===== src/rtl/glitch_sweep_ctrl.sv =====
// Glitch sweep scheduler: steps the pulser over a delay x width grid.
// Optional arm timeout is built in with SWEEP_TRIGGER_TIMEOUT_EN.
module glitch_sweep_ctrl #(
  parameter int RESET_CYCLES   = 1000,
  parameter int SETTLE_CYCLES  = 5000,
  parameter int TIMEOUT_CYCLES = 1_000_000
) (
  input  logic        clk,
  input  logic        rst,
  input  logic        start_i,
  input  logic        abort_i,
  input  logic [15:0] delay_start_i,
  input  logic [15:0] delay_step_i,
  input  logic [7:0]  delay_count_i,
  input  logic [7:0]  width_start_i,
  input  logic [7:0]  width_step_i,
  input  logic [7:0]  width_count_i,
  input  logic        trigger_i,
  input  logic        busy_i,
  output logic [15:0] delay_o,
  output logic [7:0]  width_o,
  output logic        pulse_en_o,
  output logic        target_reset_o,
  output logic        active_o,
  output logic        attempt_o,
  output logic        timeout_o,
  output logic        done_o
);

  typedef enum logic [2:0] {
    IDLE,
    RESET_TGT,
    SETTLE,
    ARM,
    FIRE,
    WAIT_START,
    WAIT_DONE,
    NEXT
  } state_t;

  localparam state_t FIRST = (RESET_CYCLES == 0) ? SETTLE : RESET_TGT;

  localparam logic [31:0] RST_LAST =
    (RESET_CYCLES > 0) ? 32'(RESET_CYCLES - 1) : 32'd0;
  localparam logic [31:0] SET_LAST =
    (SETTLE_CYCLES > 0) ? 32'(SETTLE_CYCLES - 1) : 32'd0;

  // busy must show up within 4 cycles of the fire cycle,
  // so WAIT_START lasts at most 3 cycles
  localparam logic [31:0] WS_LAST = 32'd2;

  localparam int M1 =
    (RESET_CYCLES > SETTLE_CYCLES) ? RESET_CYCLES : SETTLE_CYCLES;
  localparam int M2 =
    (M1 > TIMEOUT_CYCLES) ? M1 : TIMEOUT_CYCLES;
  localparam logic [31:0] CNT_MAX = 32'(M2);

`ifdef SWEEP_TRIGGER_TIMEOUT_EN
  localparam logic [31:0] TO_LIM = 32'(TIMEOUT_CYCLES);
`endif

  state_t state;
  state_t state_nxt;

  logic [31:0] cnt;
  logic [15:0] d_step;
  logic [7:0]  d_cnt;
  logic [7:0]  d_idx;
  logic [7:0]  w_start;
  logic [7:0]  w_step;
  logic [7:0]  w_cnt;
  logic [7:0]  w_idx;

  logic w_last;
  logic d_last;
  logic last_pt;
  logic go;
  logic arm_expired;

  assign w_last  = (w_idx == w_cnt - 8'd1);
  assign d_last  = (d_idx == d_cnt - 8'd1);
  assign last_pt = w_last && d_last;
  assign go      = start_i && !abort_i;

`ifdef SWEEP_TRIGGER_TIMEOUT_EN
  assign arm_expired = (cnt == TO_LIM);
`else
  assign arm_expired = 1'b0;
`endif

  // state register
  always_ff @(posedge clk) begin
    if (rst) begin
      state <= IDLE;
    end else begin
      state <= state_nxt;
    end
  end

  // next-state decode; abort pulls every busy state back to IDLE
  always_comb begin
    state_nxt = state;
    unique case (state)
      IDLE: begin
        if (go) state_nxt = FIRST;
      end
      RESET_TGT: begin
        if (cnt == RST_LAST) state_nxt = SETTLE;
      end
      SETTLE: begin
        if (cnt == SET_LAST) state_nxt = ARM;
      end
      ARM: begin
        if (trigger_i) state_nxt = FIRE;
        else if (arm_expired) state_nxt = NEXT;
      end
      FIRE: begin
        state_nxt = WAIT_START;
      end
      WAIT_START: begin
        if (busy_i) state_nxt = WAIT_DONE;
        else if (cnt == WS_LAST) state_nxt = NEXT;
      end
      WAIT_DONE: begin
        if (!busy_i) state_nxt = NEXT;
      end
      NEXT: begin
        state_nxt = last_pt ? IDLE : FIRST;
      end
      default: state_nxt = IDLE;
    endcase
    if (abort_i && state != IDLE) state_nxt = IDLE;
  end

  // state outputs; active drops together with done
  always_comb begin
    target_reset_o = 1'b0;
    pulse_en_o     = 1'b0;
    attempt_o      = 1'b0;
    timeout_o      = 1'b0;
    done_o         = 1'b0;
    unique case (state)
      RESET_TGT: target_reset_o = 1'b1;
      FIRE:      pulse_en_o     = 1'b1;
      ARM: begin
        timeout_o = arm_expired && !trigger_i && !abort_i;
      end
      NEXT: begin
        attempt_o = !abort_i;
        done_o    = !abort_i && last_pt;
      end
      default: ;
    endcase
    active_o = (state != IDLE) && !done_o;
  end

  // per-state cycle counter, cleared on every state change
  always_ff @(posedge clk) begin
    if (rst) begin
      cnt <= 32'd0;
    end else if (state_nxt != state) begin
      cnt <= 32'd0;
    end else if (cnt != CNT_MAX) begin
      cnt <= cnt + 32'd1;
    end
  end

  // shadow config and sweep point; held on abort
  always_ff @(posedge clk) begin
    if (rst) begin
      d_step  <= 16'd0;
      d_cnt   <= 8'd0;
      d_idx   <= 8'd0;
      w_start <= 8'd0;
      w_step  <= 8'd0;
      w_cnt   <= 8'd0;
      w_idx   <= 8'd0;
      delay_o <= 16'd0;
      width_o <= 8'd0;
    end else if (state == IDLE && go) begin
      d_step  <= delay_step_i;
      d_cnt   <= (delay_count_i == 8'd0) ? 8'd1 : delay_count_i;
      d_idx   <= 8'd0;
      w_start <= width_start_i;
      w_step  <= width_step_i;
      w_cnt   <= (width_count_i == 8'd0) ? 8'd1 : width_count_i;
      w_idx   <= 8'd0;
      delay_o <= delay_start_i;
      width_o <= width_start_i;
    end else if (state == NEXT && !abort_i) begin
      if (!w_last) begin
        w_idx   <= w_idx + 8'd1;
        width_o <= width_o + w_step;
      end else begin
        w_idx   <= 8'd0;
        width_o <= w_start;
        d_idx   <= d_idx + 8'd1;
        delay_o <= delay_o + d_step;
      end
    end
  end

endmodule


===== config.mk =====
export PLATFORM = sky130hd
export DESIGN_NAME = glitch_sweep_ctrl
export DESIGN_NICKNAME = d
export VERILOG_FILES = /design/src/rtl/glitch_sweep_ctrl.sv
export SDC_FILE = /design/constraint.sdc
export NUM_CORES = 1
export LEC_CHECK = 0
export CORE_MARGIN = 2
export CORE_UTILIZATION = 30
export CTS_CLUSTER_DIAMETER = 200
export DETAILED_ROUTE_END_ITERATION = 8
export GPL_TIMING_DRIVEN = 0
export MAX_ROUTING_LAYER = met4
export PLACE_DENSITY = 0.55
export SLEW_MARGIN = 10
export SYNTH_ARGS = -nofsm -noshare
export SYNTH_HDL_FRONTEND = slang
export SYNTH_SLANG_ARGS = --single-unit
export TNS_END_PERCENT = 10

===== constraint.sdc =====
create_clock -name clk -period 3.14 [get_ports clk]
set_input_delay 0.628 -clock clk [delete_from_list [all_inputs] [get_ports clk]]
set_output_delay 0.628 -clock clk [all_outputs]
set_load 0.02 [all_outputs]

== Word-level counts from Yosys, hierarchy flattened ==
Cells that the tools add are included.

* Input port bits: 70
* Register bits: 123
* Memory bits (writable): 0
* Memory bits (read-only): 0
* Memories: 0
* Output and inout bits: 30
* Latch bits: 0
* Word-level logic and storage cells: 74

* Divide/modulo/power cells: 0
* $mul: 0
* Add/subtract/negate cells: 7
* Reduce and logical (&&, ||, !) cells: 19
* $lt $le $gt $ge: 0
* Shift-type cells: 0
* Bitwise logic cells: 0
* Mux-type cells: 23
* Equality and inequality tests: 14

{| class="wikitable"
|+ Operators with widths
! operator !! number
|-
| $mux W16 || 3
|-
| $mux W8 || 6
|-
| $add A32 B1 Y32 const B || 1
|-
| $eq A32 B10 Y1 const B || 1
|-
| $eq A32 B13 Y1 const B || 1
|-
| $eq A32 B2 Y1 const B || 1
|-
| $ne A32 B20 Y1 const B || 1
|-
| $mux W3 || 8
|-
| $pmux W3 S8 || 1
|-
| $add A16 B16 Y16 || 1
|-
| $add A8 B1 Y8 const B || 2
|-
| $eq A8 B8 Y1 || 2
|-
| $logic_not A8 Y1 || 2
|-
| $sub A8 B1 Y8 const B || 2
|-
| $eq A3 B3 Y1 const B || 4
|-
| $add A8 B8 Y8 || 1
|-
| $logic_and A1 B1 Y1 || 7
|-
| $eq A3 B2 Y1 const B || 2
|-
| $mux W1 || 5
|-
| $reduce_and A2 Y1 || 2
|-
| $reduce_bool A2 Y1 || 2
|-
| $reduce_or A2 Y1 || 2
|-
| $eq A3 B1 Y1 const B || 1
|-
| $logic_not A3 Y1 || 1
|-
| other kinds (3) || 4
|}

== Logic depth before layout (Yosys ltp) ==
* Depth after elaboration: 8
* Gate-level depth with buffers: 11

== Worst setup path after synthesis ==
Ideal clock, no wire load.

* Kind: reg2out
* Start point: register w_cnt[0]
* End point: output port active_o
* Slack: 0.226 ns
* Cell stages (with the launch flop): 10
* Arrival: 2.286 ns
* Buffers on the path: 0
* Data required time: 2.512 ns
* Cells stage by stage: dfxtp_1 -> inv_1 -> ha_1 -> or3b_1 -> nor4_1 -> o2111ai_1 -> or2_2 -> nor4_2 -> and2_1 -> nor2_1

* Longest elaborated chain between the ends: 7

{| class="wikitable"
|+ Ends and longest elaborated chain
! item !! line !! RTL
|-
| from (decl) || 71 || <nowiki>logic [7:0] w_cnt;</nowiki>
|-
| from (signal assigned) || 186 || <nowiki>w_cnt <= (width_count_i == 8'd0) ? 8'd1 : width_count_i;</nowiki>
|-
| $sub A8 B1 Y8 || 80 || <nowiki>assign w_last = (w_idx == w_cnt - 8'd1);</nowiki>
|-
| $eq A8 B8 Y1 || 80 ||
|-
| $logic_and A1 B1 Y1 || 82 || <nowiki>assign last_pt = w_last && d_last;</nowiki>
|-
| $logic_and A1 B1 Y1 || 150 || <nowiki>done_o = !abort_i && last_pt;</nowiki>
|-
| $mux W1 || 142 || <nowiki>unique case (state)</nowiki>
|-
| via done_o || 27 || <nowiki>output logic done_o</nowiki>
|-
| $logic_not A1 Y1 || 154 || <nowiki>active_o = (state != IDLE) && !done_o;</nowiki>
|-
| $logic_and A1 B1 Y1 || 154 ||
|-
| to (decl) || 24 || <nowiki>output logic active_o,</nowiki>
|}

The timed path passes the listed nets, and every way through them passes these cells.

== Worst setup path after layout ==
* Start point: register w_cnt[0]
* End point: output port active_o

* Longest elaborated chain between the ends: 7

{| class="wikitable"
|+ Ends and longest elaborated chain
! item !! line
|-
| $sub A8 B1 Y8 || 80
|-
| $eq A8 B8 Y1 || 80
|-
| $logic_and A1 B1 Y1 || 82
|-
| $logic_and A1 B1 Y1 || 150
|-
| $mux W1 || 142
|-
| $logic_not A1 Y1 || 154
|-
| $logic_and A1 B1 Y1 || 154
|}

No other way between the ends.

==> impl_metrics.ini <==
[logic_synthesis]
synthFlopType = dfxtp_1
synthArstFlopShare_pct = 0
ys_seq_area_share_pct = 36.4
syn-num-nets = 972
synth_area_mm2 = 0.00677
synth_edf_count = 0
ys_warn_count = 0
syn_area_per_cell_um2 = 7.77
syn_inst = 871
synth_seq_cells = 123
synth_cell_types = 64

[floorplanning]
initial_core_util_pct = 30.8
io_pins = 100
rows = 54
die_width_um = 154
die_h_um = 154
core_mm2 = 0.0220
die_area_mm2 = 0.0238

[clocking]
clockBufferDepth = 2
clock_sinks = 123
cts_buffers = 17
cts_tree = yes
clockRootBuffer = clkbuf_16
cts_max_level = 4
path_clk_slew_ns = 0.06
clk_latency_ns = 0.43
ctsHoldBuffers = 0

[sta]
max_freq_ghz = 0.301
setup_viol = 2
hold_slack_ns = 0.449
fin_crit_sh_pct = 106
hold_viol_final = 0
tightest_slew_ns = 1.04
fin_skew_ns = 0.00832
relSlewSlack_pct = 30.3
layout_setup_ws_ns = -0.179
slew_violations = 0
fin_crit_ns = 3.32
fin_tns_setup_ns = -0.336
rsz0062_at_grt = true

[placement]
place.gp.congestion = 0.838
dpl_worst_slack_ns = -0.881
placed_area_mm2 = 0.00810
dp_hpwl_um = 14600
portBuffers = 98
place_inst = 1249

[finish]
area_delta_synth_final_pct = 31.4
insertedDiodeCount = 0
nNetsFinal = 1097
utilization_pct = 40.5
layout_common_cells = 192 x nand2_1, 118 x dfxtp_1, 95 x clkdlybuf4s50_1
fin_cells = 1288
fin_area_mm2 = 0.00890
layout-drive-gt1-share_pct = 9.72
final_common_cell = nand2_1

[worst_setup_path]
r2r_start = w_cnt[0]
cp_common_cell = nor4_4
reg2reg_depth = 12
slowest_delay_ns = 0.40
crit_start = w_cnt[0]
critPathArrivalTime_ns = 2.69
path_max_fanout = 5
slowest_stage = or3b_4
worstSetupEndpointType = output port
cp-start-kind = register
timing.rr.end = w_idx[0]
crit_type = register to output port
r2r_setup_slack_ns = 0.23
path_cells = inv_2 -> ha_4 -> or3b_4 -> nor4_4 -> o2111ai_2 -> or2_4 -> nor4_4 -> and2_4 -> nor2_2 -> buf_6
worst_ep_required_time_ns = 2.51

[drt]
wire_per_inst_um = 15.6
via_per_inst = 4.95
drc = 0
routed_wl_um = 20100
dr_total_vias = 6379
drt_pass1_iterations = 5
drtAntennaViolNets = 0
drt_iter0_markers = 318

[global_routing]
antenna_found_initial = 0
grt_max_degree = 17
grt_overflow_total = 0
grt_pass1_vias = 6233
grt_pass1_wl_um = 32400
track_usage_pct = 17.8

[hold_path]
worstHoldPathType = register to register
worstHoldStart = w_start[1]
whs_path_depth = 2
hold_end = w_start[1]

[pwr]
powerDensity_mw_per_mm2 = 483
p_leak_nw = 3.42
fin_total_pwr_mw = 4.30
ir_worst_vdd_mv = 0.368

[outcome]
status = complete, but fails checks
failed_checks = setup timing

[flow_run]
drv_cap = 0
==> logic make-up after synthesis <==
family	after synthesis	share of synthesized area [%]
AND/OR/NAND/NOR	409	27.5
AO/OA/AOI/OAI	149	13.8
flip-flops	123	36.4
XOR/XNOR	78	10.2
buffers and inverters	66	3.97
adder cells (fa/ha/maj)	32	6.10
multiplexers	13	2.03
other	1	0.0554
==> worst max path at each step <==
stage | to | slack [ns]
finish | active_o | -0.18
global route | active_o | -0.29
CTS | active_o | -0.17
detailed placement | active_o | -0.88
global placement | active_o | -0.86
floorplan | active_o | 0.23
==> registers in the layout (all words and copies together) (netlist names) <==
name / count
d_cnt: 8
w_idx: 8
d_step: 16
d_idx: 8
width_o: 8
state: 3
w_cnt: 8
delay_o: 16
w_step: 8
cnt: 32
w_start: 8
==> cell usage after synthesis (all sizes together), types with 7 or more instances <==
cell,instances,share of area [%]
a21oi,70,5.2
ha,29,5.4
or3,8,0.74
buf,14,1.1
xnor2,43,5.7
nand2,192,11
a31oi,11,1.2
nand4,16,1.5
mux2i,7,1.0
dfxtp,123,36
a311oi,11,1.4
nand3,18,1.4
and3,12,1.1
nand2b,7,0.65
inv,23,1.3
nor2,90,5.0
xor2,35,4.5
o21ai,19,1.4
nor3b,7,0.85
nor4,16,1.6
clkbuf,28,1.6
nor3,20,1.5
==> critical path: cells and delay by family, from the launching register on <==
kind	cells	cell delay, ns
compound gates	1	0.14
simple gates	6	1.45
flops	1	0.36
buf+inv	2	0.20
fa+ha+maj	1	0.12
==> per-layer routing <==
metal	vias to the layer above	share of wire, %	GRT usage (%)
met3	29	4.9	4.31
li1	3235	-	-
met2	132	46	28.2
met5	-	0	-
met1	2983	47	22.6
met4	0	1.7	5.34
==> area by class of cell <==
cell class                 count  area, µm²
timing repair buffer         107       1040
clock inverter                 7        113
multi-input combinational    682       4160
tap                          280        350
inverter                      24       91.3
buffer                        41        176
fill                        2252      13100
clock buffer                  24        492
sequential                   123       2470
==> report_power, final <==
part           total, mW  leakage [nW]  switching, mW  internal, mW
combinational      0.578          2.12          0.301         0.277
clock               2.05         0.296          0.727          1.32
sequential          1.67          1.00         0.0519          1.62
total               4.30          3.42           1.08          3.22
==> repair_timing <==
action,in CTS,in global routing
setup endpoints to repair,3,5
resized for setup,37,9
pin swaps,12,5
setup buffers,8,1
Power figures use the tool's default switching activity.
